===== src/rtl/demux_chip_1to2.sv =====
// 1-to-2 frame demultiplexer: routes a valid/ready stream to channel A or B per frame,
// each channel behind its own 2-entry registered buffer. Optional macro: DEMUX_FRAME_COUNT_EN.

module demux_chip_1to2_buf #(
  parameter int unsigned WIDTH = 8
) (
  input  logic             clk,
  input  logic             rst_n,
  input  logic             push,
  input  logic [WIDTH-1:0] push_data,
  input  logic             push_last,
  output logic             full,
  output logic [WIDTH-1:0] out_data,
  output logic             out_last,
  output logic             out_valid,
  input  logic             out_ready
);

  typedef enum logic [1:0] {EMPTY, ONE, FULL} fill_t;

  fill_t            cnt, cnt_next;
  logic [WIDTH-1:0] head_data, tail_data;
  logic             head_last, tail_last;
  logic             pop;

  assign out_valid = (cnt != EMPTY);
  assign full      = (cnt == FULL);
  assign out_data  = head_data;
  assign out_last  = head_last;
  assign pop       = out_valid && out_ready;

  always_comb begin
    cnt_next = cnt;
    unique case (cnt)
      EMPTY:   if (push) cnt_next = ONE;
      ONE: begin
        if (push && !pop)      cnt_next = FULL;
        else if (!push && pop) cnt_next = EMPTY;
      end
      FULL:    if (pop) cnt_next = ONE;
      default: cnt_next = EMPTY;
    endcase
  end

  always_ff @(posedge clk or negedge rst_n) begin
    if (!rst_n) begin
      cnt       <= EMPTY;
      head_data <= '0;
      head_last <= 1'b0;
      tail_data <= '0;
      tail_last <= 1'b0;
    end else begin
      cnt <= cnt_next;
      unique case (cnt)
        EMPTY: begin
          if (push) begin
            head_data <= push_data;
            head_last <= push_last;
          end
        end
        ONE: begin
          // Simultaneous push/pop replaces the head directly so order is kept.
          if (push && pop) begin
            head_data <= push_data;
            head_last <= push_last;
          end else if (push) begin
            tail_data <= push_data;
            tail_last <= push_last;
          end
        end
        FULL: begin
          if (pop) begin
            head_data <= tail_data;
            head_last <= tail_last;
          end
        end
        default: ;
      endcase
    end
  end

endmodule

module demux_chip_1to2 #(
  parameter int unsigned WIDTH = 8
) (
  input  logic             clk,
  input  logic             rst_n,
  input  logic [WIDTH-1:0] in_data,
  input  logic             in_sel,
  input  logic             in_last,
  input  logic             in_valid,
  output logic             in_ready,
  output logic [WIDTH-1:0] out_a_data,
  output logic             out_a_last,
  output logic             out_a_valid,
  input  logic             out_a_ready,
  output logic [WIDTH-1:0] out_b_data,
  output logic             out_b_last,
  output logic             out_b_valid,
  input  logic             out_b_ready
`ifdef DEMUX_FRAME_COUNT_EN
  ,
  output logic [7:0]       frames_a,
  output logic [7:0]       frames_b
`endif
);

  typedef enum logic [1:0] {IDLE, LOCK_A, LOCK_B} state_t;

  state_t state, state_next;
  logic   dest;
  logic   full_a, full_b;
  logic   xfer;
  logic   push_a, push_b;

  always_comb begin
    unique case (state)
      LOCK_A:  dest = 1'b0;
      LOCK_B:  dest = 1'b1;
      default: dest = in_sel;
    endcase
  end

  // Gated by rst_n so nothing is offered as accepted while reset is held.
  assign in_ready = rst_n && !(dest ? full_b : full_a);
  assign xfer     = in_valid && in_ready;
  assign push_a   = xfer && !dest;
  assign push_b   = xfer && dest;

  always_comb begin
    state_next = state;
    unique case (state)
      IDLE:    if (xfer && !in_last) state_next = dest ? LOCK_B : LOCK_A;
      LOCK_A,
      LOCK_B:  if (xfer && in_last) state_next = IDLE;
      default: state_next = IDLE;
    endcase
  end

  always_ff @(posedge clk or negedge rst_n) begin
    if (!rst_n) state <= IDLE;
    else        state <= state_next;
  end

  demux_chip_1to2_buf #(.WIDTH(WIDTH)) u_buf_a (
    .clk       (clk),
    .rst_n     (rst_n),
    .push      (push_a),
    .push_data (in_data),
    .push_last (in_last),
    .full      (full_a),
    .out_data  (out_a_data),
    .out_last  (out_a_last),
    .out_valid (out_a_valid),
    .out_ready (out_a_ready)
  );

  demux_chip_1to2_buf #(.WIDTH(WIDTH)) u_buf_b (
    .clk       (clk),
    .rst_n     (rst_n),
    .push      (push_b),
    .push_data (in_data),
    .push_last (in_last),
    .full      (full_b),
    .out_data  (out_b_data),
    .out_last  (out_b_last),
    .out_valid (out_b_valid),
    .out_ready (out_b_ready)
  );

`ifdef DEMUX_FRAME_COUNT_EN
  always_ff @(posedge clk or negedge rst_n) begin
    if (!rst_n) begin
      frames_a <= '0;
      frames_b <= '0;
    end else begin
      if (push_a && in_last) frames_a <= frames_a + 8'd1;
      if (push_b && in_last) frames_b <= frames_b + 8'd1;
    end
  end
`endif

endmodule


===== config.mk =====
export PLATFORM = sky130hd
export DESIGN_NAME = demux_chip_1to2
export DESIGN_NICKNAME = d
export VERILOG_FILES = /design/src/rtl/demux_chip_1to2.sv
export SDC_FILE = /design/constraint.sdc
export NUM_CORES = 1
export LEC_CHECK = 0
export ABC_AREA = 1
export BUFFER_PORTS_ARGS = -buffer_cell sky130_fd_sc_hd__buf_2
export CORE_MARGIN = 2
export CORE_UTILIZATION = 48
export CTS_BUF_LIST = sky130_fd_sc_hd__clkbuf_4 sky130_fd_sc_hd__clkbuf_8
export CTS_CLUSTER_DIAMETER = 200
export DETAILED_ROUTE_END_ITERATION = 10
export HOLD_SLACK_MARGIN = 0.05
export PLACE_DENSITY = 0.74
export RECOVER_POWER = 50
export SLEW_MARGIN = 25
export SYNTH_ARGS = -nofsm -noshare
export SYNTH_HDL_FRONTEND = slang
export SYNTH_SLANG_ARGS = --single-unit

===== constraint.sdc =====
create_clock -name clk -period 2.5 [get_ports clk]
set_clock_uncertainty 0.05 [all_clocks]
set_input_delay 0.5 -clock clk [delete_from_list [all_inputs] [get_ports clk]]
set_output_delay 0.5 -clock clk [all_outputs]
set_load 0.02 [all_outputs]

==> metrics.md, run 1 <==
| Metric | Value |
|---|---|
| CTS tree | `built` |
| Top FF cell, synth | `dfrtp_1` |
| First-pass GRT wire length | `7780 µm` |
| Synthesized area per cell | `8.19 µm²` |
| Initial Util | `50.5%` |
| Antenna Cells | `0` |
| Via Count | `1775` |
| FF+latch count, synth | `42` |
| Syn_nets | `267` |
| Drt pass-1 iters | `5` |
| Crit-path cells | `dlygate4sd3_1, buf_2, nand2_1, nor2_1, buf_2` |
| Mapped Cells | `250` |
| Fin nets | `308` |
| Most frequent CP cell | `buf_2` |
| Vias in the first global route | `1719` |
| DR iter-0 viols | `106` |
| Crit path max-delay cell type | `dlygate4sd3_1` |
| Clock transition at path regs | `0.07 ns` |
| Synth top area share | `51.3%` |
| Status | `completed` |
| RePlAce Congestion | `0.899` |
| Period utilization | `91.1%` |
| Startpoint types | `input port` |
| HP Start | `out_b_ready` |
| Sequential fraction of the synthesis area | `51.3%` |
| Flop-to-flop setup slack | `0.39 ns` |
| Count of pins over their slew limit | `0` |
| Port-buffer cells | `35` |
| GRT overflow | `0` |
| Synth area leaders | `dfrtp_1 51%, nand2_1 15%, nor2_1 5.1%` |
| Critical Path Max Stage Delay | `0.52 ns` |
| HPWL after DPL | `3260 µm` |
| CP Max Fanout | `12` |
| Post-synth EDFFs | `0` |
| Final WS setup | `0.222 ns` |
| Crit Path Category | `in2out` |
| Synth cell types | `22` |
| Skew-Pair Late Insertion Delay | `0.29 ns` |
| Row Count | `23` |
| DIE AREA | `0.00481 mm²` |
| Vias per inst | `5.19` |
| DRT Wirelength | `4370 µm` |
| Synth Warn # | `0` |
| Worst r2r src | `state[1]` |
| Cells after DPL | `333` |
| CP delay by family, top | `buffers and inverters` |
| WL/cell | `12.8 µm` |
| FF-to-FF path depth | `9` |
| Post_cts resized | `0` |
| Rel. slew slack | `56.2%` |
| Final ANT Viol Nets | `0` |
| Clock sinks | `42` |
| Clock root cell | `clkbuf_8` |
| Max-cap violation count | `0` |
| Core footprint | `0.00406 mm²` |
| DIE WIDTH | `69.3 µm` |
| Post CTS Setup Buffer Count | `0` |
| Count leader, synth | `nand2_1` |
| Total power draw | `0.00264 W` |
| Worst hold path class | `in2reg` |
| Worst IR Drop VDD | `0.537 mV` |
| Fmax achieved | `439 MHz` |
| Pwr dens | `1120 mW/mm²` |
| Final setup viols | `0` |
| I/O pins | `36` |
| Clock buffer count from CTS | `5` |
| Largest net degree at the start of global routing | `28` |
| Core Util, Final | `58.2%` |
| Worst-case hold path end point | `u_buf_b.cnt[1]` |
| Setup TNS | `0 ns` |
| Final min period | `2.28 ns` |
| DIE HEIGHT | `69.3 µm` |
| RSZ-0062 raised after global routing | `false` |
| Area grow syn2layout | `15.4%` |
| Leak | `1.26 nW` |
| Finished Layout Cells | `342` |
| Mapped Area | `0.00205 mm²` |
| Worst Path Arrival | `1.73 ns` |
| Hold depth | `2` |
| CP required | `1.95 ns` |
| Pre-CTS setup slack | `0.382 ns` |
| Worst Tran Pin Value | `0.657 ns` |
| Ys async rst share | `100%` |
| Cell taking the most area after synthesis | `dfrtp_1` |
| Share of layout cells above drive strength 1 | `17.1%` |
| Crit end category | `output pin` |
| Worst path bufs/invs | `3` |
| Final Hold Violating Endpoints | `0` |
| Fillers | `395` |
| Top cells by count, synth | `82 x nand2_1, 42 x dfrtp_1, 28 x nor2_1` |
| Tot GR Track Use | `20.0%` |
| R2R Path End | `u_buf_b.out_data[4]` |
| CTS Buffer Depth | `2` |
| # DRC | `0` |
| Antenna violations before repair | `0` |
| H-Tree Depth | `2` |
worst register-to-register path, stage by stage, from the launching register on:
cell and delay, ns:
dfrtp_1 0.39, inv_1 0.06, ha_1 0.30, inv_1 0.07, nand2_2 0.06, nand2_2 0.11, nand4_1 0.12, nand2_1 0.11
nand2_1 0.37, o31ai_1 0.38
per-layer routing:
| metal | vias up | track usage [%] | wire (µm) | part of all wire, % |
|---|---|---|---|---|
| met5 | - | 0 | 0 | 0 |
| met4 | 0 | 5.45 | 59 | 1.3 |
| met3 | 7 | 4.80 | 163 | 3.7 |
| met2 | 36 | 33.8 | 2140 | 49 |
| met1 | 839 | 25.9 | 2010 | 46 |
| li1 | 893 | - | - | - |
worst max path at each step:
| stage | to | from | depth (start not counted) | slack, ns |
|---|---|---|---|---|
| 6_report | in_ready | rst_n | 5 | 0.22 |
| 5_1_grt | u_buf_b.out_data[5] | rst_n | 6 | 0.07 |
| 4_1_cts | in_ready | rst_n | 5 | 0.19 |
| 3_5_place_dp | u_buf_b.out_data[4] | state[1] | 9 | 0.38 |
| 3_3_place_gp | u_buf_b.out_data[4] | state[0] | 9 | 0.46 |
| 2_1_floorplan | in_ready | state[0] | 7 | 0.66 |
through the flow:
step	hold WS [ns]	area, µm²
floorplan	0.154	2050
global placement	0.338	2280
detailed placement	0.338	2280
CTS	0.365	2380
global route	0.387	2360
finish	0.373	2360
cell families (layout without fill, tap and decap cells):
logic type	Yosys count	in the layout	synth area share, %
buf+inv	30	72	6.47
compound gates	32	32	9.35
fa+ha+maj	2	2	1.22
flops	42	42	51.3
simple gates	144	144	31.6
what timing repair did:
action	in CTS	in global routing
hold buffers	1	0
hold endpoints to repair	7	0
endpoints found under the setup margin	0	0
placed cells by master, fill, tap and decap left out:
| cell | n |
|---|---|
| buf_4 | 3 |
| nand2_4 | 1 |
| nand3_1 | 12 |
| nand3_2 | 1 |
| o21ai_1 | 8 |
| inv_1 | 20 |
| clkbuf_2 | 1 |
| inv_2 | 3 |
| o31ai_1 | 11 |
| dlygate4sd3_1 | 1 |
| nor3b_4 | 1 |
| nand4_1 | 13 |
| clkinv_2 | 1 |
| a21oi_2 | 1 |
| buf_2 | 25 |
| clkbuf_1 | 11 |
| nor2_1 | 28 |
| nand3_4 | 1 |
| dfrtp_1 | 42 |
| nand2_1 | 82 |
| clkbuf_4 | 1 |
| nor2_4 | 1 |
| o21ai_0 | 10 |
| nand2_2 | 4 |
| a21oi_1 | 2 |
| clkbuf_8 | 6 |
| ha_1 | 2 |
area by class of cell:
cell class	count	area, µm²	area share (%)
well taps	50	62.6	2.65
multi-input cells	178	865	36.6
clock buffers	7	90.1	3.81
clock inverters	1	5.00	0.212
flip-flops and latches	42	1050	44.5
inverters	23	86.3	3.65
repair buffers	41	204	8.63
report_power, final:
group          switching [W]  leakage (nW)  total [W]  internal [W]
combinational       0.000713         0.670    0.00105      0.000341
sequential          0.000159         0.534    0.00113      0.000975
clock               0.000218        0.0517   0.000452      0.000234
sequential cells by signal, summed over array words and instances (netlist names), 2 cells and up:
register / count
u_buf_a.cnt: 2
u_buf_a.out_data: 8
u_buf_b.cnt: 2
u_buf_a.tail_data: 8
u_buf_b.out_data: 8
state: 2
u_buf_b.tail_data: 8
Power figures use the tool's default switching activity.
==> run 2: changes to the inputs <==
CORE_ASPECT_RATIO = 2   (was not set)
==> run 2 against run 1 <==
Fmax is 0.96% lower. Non-clock buffer count is 1 lower. Critical endpoint unchanged. Critical path type unchanged. Register-to-register slack hardly changed. Largest cell class unchanged. Power is 2.6% higher.
==> metrics.md, run 2 (synthesis results as in run 1) <==
| Metric | Value |
|---|---|
| Cells after DPL | `334 (+0.30%)` |
| Core Util, Final | `58.0% (-0.24 points)` |
| Pwr dens | `1140 mW/mm² (+2.2%)` |
| Vias per inst | `5.06 (-2.5%)` |
| Final ANT Viol Nets | `0 (unchanged)` |
| Final Hold Violating Endpoints | `0 (unchanged)` |
| DIE HEIGHT | `96.4 µm (+39%)` |
| Fmax achieved | `435 MHz (-0.96%)` |
| RSZ-0062 raised after global routing | `false` |
| H-Tree Depth | `2 (unchanged)` |
| Worst IR Drop VDD | `0.723 mV (+35%)` |
| Post_cts resized | `0 (unchanged)` |
| Period utilization | `92.0% (+0.88 points)` |
| Largest net degree at the start of global routing | `36 (+29%)` |
| Most frequent cells in the layout | `82 x nand2_1, 42 x dfrtp_1, 28 x nor2_1` |
| Post CTS Setup Buffer Count | `0 (unchanged)` |
| Skew-Pair Late Insertion Delay | `0.29 ns (about the same)` |
| Share of layout cells above drive strength 1 | `14.4% (-2.7 points)` |
| Startpoint types | `input port` |
| Met2 usage | `34.5% (+0.78 points)` |
| Setup TNS | `0 ns (unchanged)` |
| Worst Tran Pin Value | `0.846 ns (+0.189 ns)` |
| First-pass GRT wire length | `7260 µm (-6.7%)` |
| CTS tree | `built` |
| Worst Path Arrival | `1.75 ns (+0.02 ns)` |
| Crit end category | `output pin` |
| FF-to-FF path depth | `9 (unchanged)` |
| Max-cap violation count | `0 (unchanged)` |
| GRT busiest layer | `met2` |
| Core footprint | `0.00409 mm² (+0.74%)` |
| Area grow syn2layout | `15.8%` |
| Leak | `1.23 nW (-1.9%)` |
| CTS Buffer Depth | `2 (unchanged)` |
| HPWL after DPL | `3260 µm (-0.19%)` |
| # DRC | `0 (unchanged)` |
| DIE AREA | `0.00484 mm² (+0.65%)` |
| Via Count | `1736 (-2.2%)` |
| Antenna violations before repair | `0 (unchanged)` |
| I/O pins | `36 (unchanged)` |
| Drt pass-1 iters | `4 (-1)` |
| GRT overflow | `0 (unchanged)` |
| Crit Path Category | `in2out` |
| Count of pins over their slew limit | `0 (unchanged)` |
| Clock transition at path regs | `0.07 ns (about the same)` |
| Grt met3 use | `2.77% (-2.0 points)` |
| Antenna Cells | `0 (unchanged)` |
| Tot GR Track Use | `19.2% (-0.80 points)` |
| RePlAce Congestion | `0.797 (-11%)` |
| CP Max Fanout | `11 (-1)` |
| Status | `completed` |
| Clock sinks | `42 (unchanged)` |
| Fin nets | `307 (-0.32%)` |
| Clock root cell | `clkbuf_8` |
| Row Count | `33 (+43%)` |
| Most common cell after layout, fill and taps aside | `nand2_1` |
| Port-buffer cells | `35 (unchanged)` |
| Worst hold path class | `in2reg` |
| GR Layer Usage met1 | `22.9% (-2.9 points)` |
| DRT Wirelength | `4230 µm (-3.3%)` |
| Vias in the first global route | `1643 (-4.4%)` |
| DR iter-0 viols | `38 (-64%)` |
| Initial Util | `50.1% (-0.37 points)` |
| Hold depth | `2 (unchanged)` |
| CP required | `1.95 ns (about the same)` |
| WL/cell | `12.3 µm (-3.6%)` |
| Final min period | `2.30 ns (+0.0221 ns)` |
| Rel. slew slack | `43.6% (-13 points)` |
| Final setup viols | `0 (unchanged)` |
| DIE WIDTH | `50.2 µm (-28%)` |
| Clock buffer count from CTS | `5 (unchanged)` |
| Finished Layout Cells | `343 (+0.29%)` |
==> run 2: worst paths after layout <==
kind / from / to / slack, ns
worst max-delay path: rst_n / in_ready / 0.20
worst min-delay path: out_b_ready / u_buf_b.cnt[1] / 0.38
worst max register to register: state[1] / u_buf_b.out_data[1] / 0.38
worst min register to register: u_buf_a.out_last / u_buf_a.out_last / 0.42
max in group asynchronous: rst_n / u_buf_a.tail_data[1] / 0.77
min in group asynchronous: rst_n / state[1] / 0.55
==> run 2: power breakdown <==
group	leakage (nW)	internal, W	total (W)	switching [W]
Clock	0.0548	0.000309	0.000537	0.000228
Combinational	0.643	0.000325	0.00103	0.000708
Sequential	0.534	0.000974	0.00114	0.000163
Total	1.23	0.00161	0.00271	0.00110
==> run 2: per-layer routing <==
metal / routed length (µm) / vias up
met5: 0 / -
met4: 46 / 0
met3: 118 / 4
met2: 2280 / 26
met1: 1780 / 817
li1: - / 889
==> run 2: worst max-delay path, cell delays in order <==
cell and delay [ns]:
dlygate4sd3_1 0.52, buf_2 0.24, nand2_1 0.15, nor2_1 0.15, buf_2 0.19
==> run 2: per-stage QoR <==
stage	setup WS [ns]	area, µm²	hold WS (ns)	power [W]
2_1_floorplan	0.657	2050	0.154	0.00189
3_5_place_dp	0.373	2270	0.325	0.00223
4_1_cts	0.194	2400	0.371	0.00277
5_1_grt	0.100	2370	0.397	0.00293
3_3_place_gp	0.469	2270	0.324	0.00219
6_report	0.200	2370	0.377	0.00271
==> run 2: cell type report <==
| type | count | area (µm²) |
|---|---|---|
| Fill cell | 401 | 1720 |
| Sequential cell | 42 | 1050 |
| Multi-Input combinational cell | 178 | 865 |
| Timing Repair Buffer | 40 | 190 |
| Inverter | 23 | 86.3 |
| Clock buffer | 6 | 76.3 |
| Tap cell | 52 | 65.1 |
| Clock inverter | 2 | 37.5 |
==> run 2: timing repair <==
item,in CTS,in global routing
hold buffers,1,0
setup endpoints to repair,0,0
hold endpoints to repair,7,0
==> run 3: changes to the inputs <==
REMOVE_ABC_BUFFERS = 1   (was not set)
==> run 3 against run 2 <==
Global-route usage up 2.3 points. Clock power about the same. Sequential share of layout area decreased by 0.28 points. First-iteration DRC count increased by 16%. Non-clock buffer count grew 2. Worst setup slack better by 0.095 ns. Power grew 1.1%. Utilization increased by 0.37 points. Via count grew 3.9%. Sequential power about the same. Largest power group unchanged.
==> metrics.md, run 3 (synthesis results as in run 1) <==
| Metric | Value |
|---|---|
| Status | `completed` |
| Worst hold path class | `in2reg` |
| Drt pass-1 iters | `4 (unchanged)` |
| RSZ-0062 raised after global routing | `false` |
| R2R Path End | `u_buf_b.out_data[5]` |
| Pwr dens | `1150 mW/mm² (+0.49%)` |
| DIE HEIGHT | `96.4 µm (unchanged)` |
| Leak | `1.26 nW (+2.6%)` |
| Antenna violations before repair | `0 (unchanged)` |
| Worst-case hold path end point | `u_buf_b.cnt[1]` |
| Fmax achieved | `453 MHz (+4.3%)` |
| Vias in the first global route | `1768 (+7.6%)` |
| Core footprint | `0.00409 mm² (unchanged)` |
| Via Count | `1803 (+3.9%)` |
| First-pass GRT wire length | `7900 µm (+8.8%)` |
| Net Switching | `0.00113 W (+2.5%)` |
| Share of layout cells above drive strength 1 | `17.1% (+2.6 points)` |
| Post CTS Setup Buffer Count | `0 (unchanged)` |
| Most frequent cells in the layout | `82 x nand2_1, 42 x dfrtp_1, 28 x nor2_1` |
| Final min period | `2.21 ns (-0.0946 ns)` |
| CTS tree | `built` |
| Clock network power share | `19.6% (-0.2 points)` |
| Crit Path Category | `reg2out` |
| CTS Buffer Depth | `2 (unchanged)` |
| Skew-Pair Late Insertion Delay | `0.30 ns (about the same)` |
| Fin nets | `309 (+0.65%)` |
| Worst r2r src | `state[0]` |
| Total power draw | `0.00274 W (+1.1%)` |
| Clock root cell | `clkbuf_8` |
| I/O pins | `36 (unchanged)` |
| HP Start | `out_b_ready` |
| Clock sinks | `42 (unchanged)` |
| Area grow syn2layout | `16.5%` |
| Initial Util | `50.1% (unchanged)` |
| Int Pwr | `0.00161 W (+0.22%)` |
| Combinational power share | `39.1% (+1.0 points)` |
| H-Tree Depth | `2 (unchanged)` |
| Setup TNS | `0 ns (unchanged)` |
| Port-buffer cells | `35 (unchanged)` |
| FF-to-FF path depth | `9 (unchanged)` |
| Hold depth | `2 (unchanged)` |
| Cells after DPL | `336 (+0.60%)` |
| Period utilization | `88.2% (-3.8 points)` |
| DR iter-0 viols | `44 (+16%)` |
| Final ANT Viol Nets | `0 (unchanged)` |
| Final WS setup | `0.294 ns (+0.0946 ns)` |
| Most common cell after layout, fill and taps aside | `nand2_1` |
| DIE AREA | `0.00484 mm² (unchanged)` |
| Count of pins over their slew limit | `0 (unchanged)` |
| Crit end category | `output pin` |
| WL/cell | `13.5 µm (+9.6%)` |
| Max-cap violation count | `0 (unchanged)` |
| Largest net degree at the start of global routing | `26 (-28%)` |
| Startpoint types | `register` |
| Finished Layout Cells | `345 (+0.58%)` |
| DRT Wirelength | `4660 µm (+10%)` |
| Row Count | `33 (unchanged)` |
| Final Hold Violating Endpoints | `0 (unchanged)` |
| Dpl cell area | `0.00229 mm² (+0.66%)` |
| Clock transition at path regs | `0.08 ns (about the same)` |
| Pre-CTS setup slack | `0.374 ns (+0.000942 ns)` |
| Rel. slew slack | `10.7% (-33 points)` |
| Worst Path Arrival | `1.66 ns (-0.09 ns)` |
| Flop-to-flop setup slack | `0.36 ns (-0.02 ns)` |
| Tot GR Track Use | `21.5% (+2.3 points)` |
| RePlAce Congestion | `0.857 (+7.5%)` |
| HPWL after DPL | `3410 µm (+4.8%)` |
| CP Max Fanout | `5 (-6)` |
| Antenna Cells | `0 (unchanged)` |
| Worst Tran Pin Value | `1.34 ns (+0.493 ns)` |
| Final setup viols | `0 (unchanged)` |
| DIE WIDTH | `50.2 µm (unchanged)` |
| Vias per inst | `5.23 (+3.3%)` |
| CP required | `1.95 ns (about the same)` |
| Worst IR Drop VDD | `0.697 mV (-3.7%)` |
| Seq pwr share | `41.3% (-0.7 points)` |
| # DRC | `0 (unchanged)` |
| Clock buffer count from CTS | `5 (unchanged)` |
| Final instance area | `0.00239 mm² (+0.63%)` |
| GRT overflow | `0 (unchanged)` |
| Net Sw Frac | `41.1% (+0.53 points)` |
run 3: cell types whose count changed in the layout (fill, tap and decap cells not counted):
cell / delta
buf_4: +1
buf_2: +8
clkinv_2: +2
clkbuf_2: -1
clkinvlp_4: -1
clkbuf_1: -6
clkbuf_4: -1
run 3: repair_timing:
item	4_1_cts	5_1_grt
gates resized for setup	0	0
hold endpoints to repair	4	0
hold buffers	1	0
run 3: how the worst max path moves through the flow:
| stage | start | to | slack, ns | cells after the start |
|---|---|---|---|---|
| final | state[0] | in_ready | 0.29 | 8 |
| after floorplan | state[0] | u_buf_a.out_data[0] | 0.35 | 10 |
| after global routing | rst_n | u_buf_a.tail_data[3] | 0.06 | 3 |
| after global placement | state[0] | u_buf_b.tail_data[2] | 0.48 | 10 |
| after CTS | rst_n | in_ready | 0.28 | 5 |
| after detailed placement | state[0] | u_buf_b.out_data[5] | 0.37 | 9 |
run 3: area by class of cell:
cell class | count | area [µm²]
fillers | 409 | 1700
flip-flops and latches | 42 | 1050
multi-input cells | 178 | 865
repair buffers | 42 | 210
inverters | 23 | 86.3
clock buffers | 5 | 68.8
well taps | 52 | 65.1
clock inverters | 3 | 40.0
run 3: metrics by stage:
stage          hold WS (ns)  util (%)
4_1_cts               0.386      58.9
3_5_place_dp          0.312      56.0
5_1_grt               0.391      58.4
6_report              0.375      58.4
2_1_floorplan         0.154         -
3_3_place_gp          0.312      56.0
run 3: critical path: stages, from the launching register on:
cell,delay (ns)
dfrtp_1,0.35
inv_1,0.06
ha_1,0.32
nand2_1,0.12
nand2_2,0.11
inv_2,0.09
nor2_4,0.04
nor2_1,0.10
buf_2,0.17
run 3: layer usage:
| metal | up-vias | GRT usage, % | share of wire, % |
|---|---|---|---|
| li1 | 895 | - | - |
| met1 | 859 | 22.7 | 37 |
| met2 | 34 | 40.6 | 56 |
| met3 | 15 | 2.77 | 2.8 |
| met4 | 0 | 11.1 | 3.9 |
| met5 | - | 0 | 0 |
run 3: power groups by stage:
stage	Combinational, W	Clock, W	Sequential (W)
floorplan	0.000576	0	0.00130
global placement	0.00108	0	0.00113
detailed placement	0.00110	0	0.00114
CTS	0.00110	0.000541	0.00113
global route	0.00121	0.000571	0.00116
finish	0.00107	0.000537	0.00113
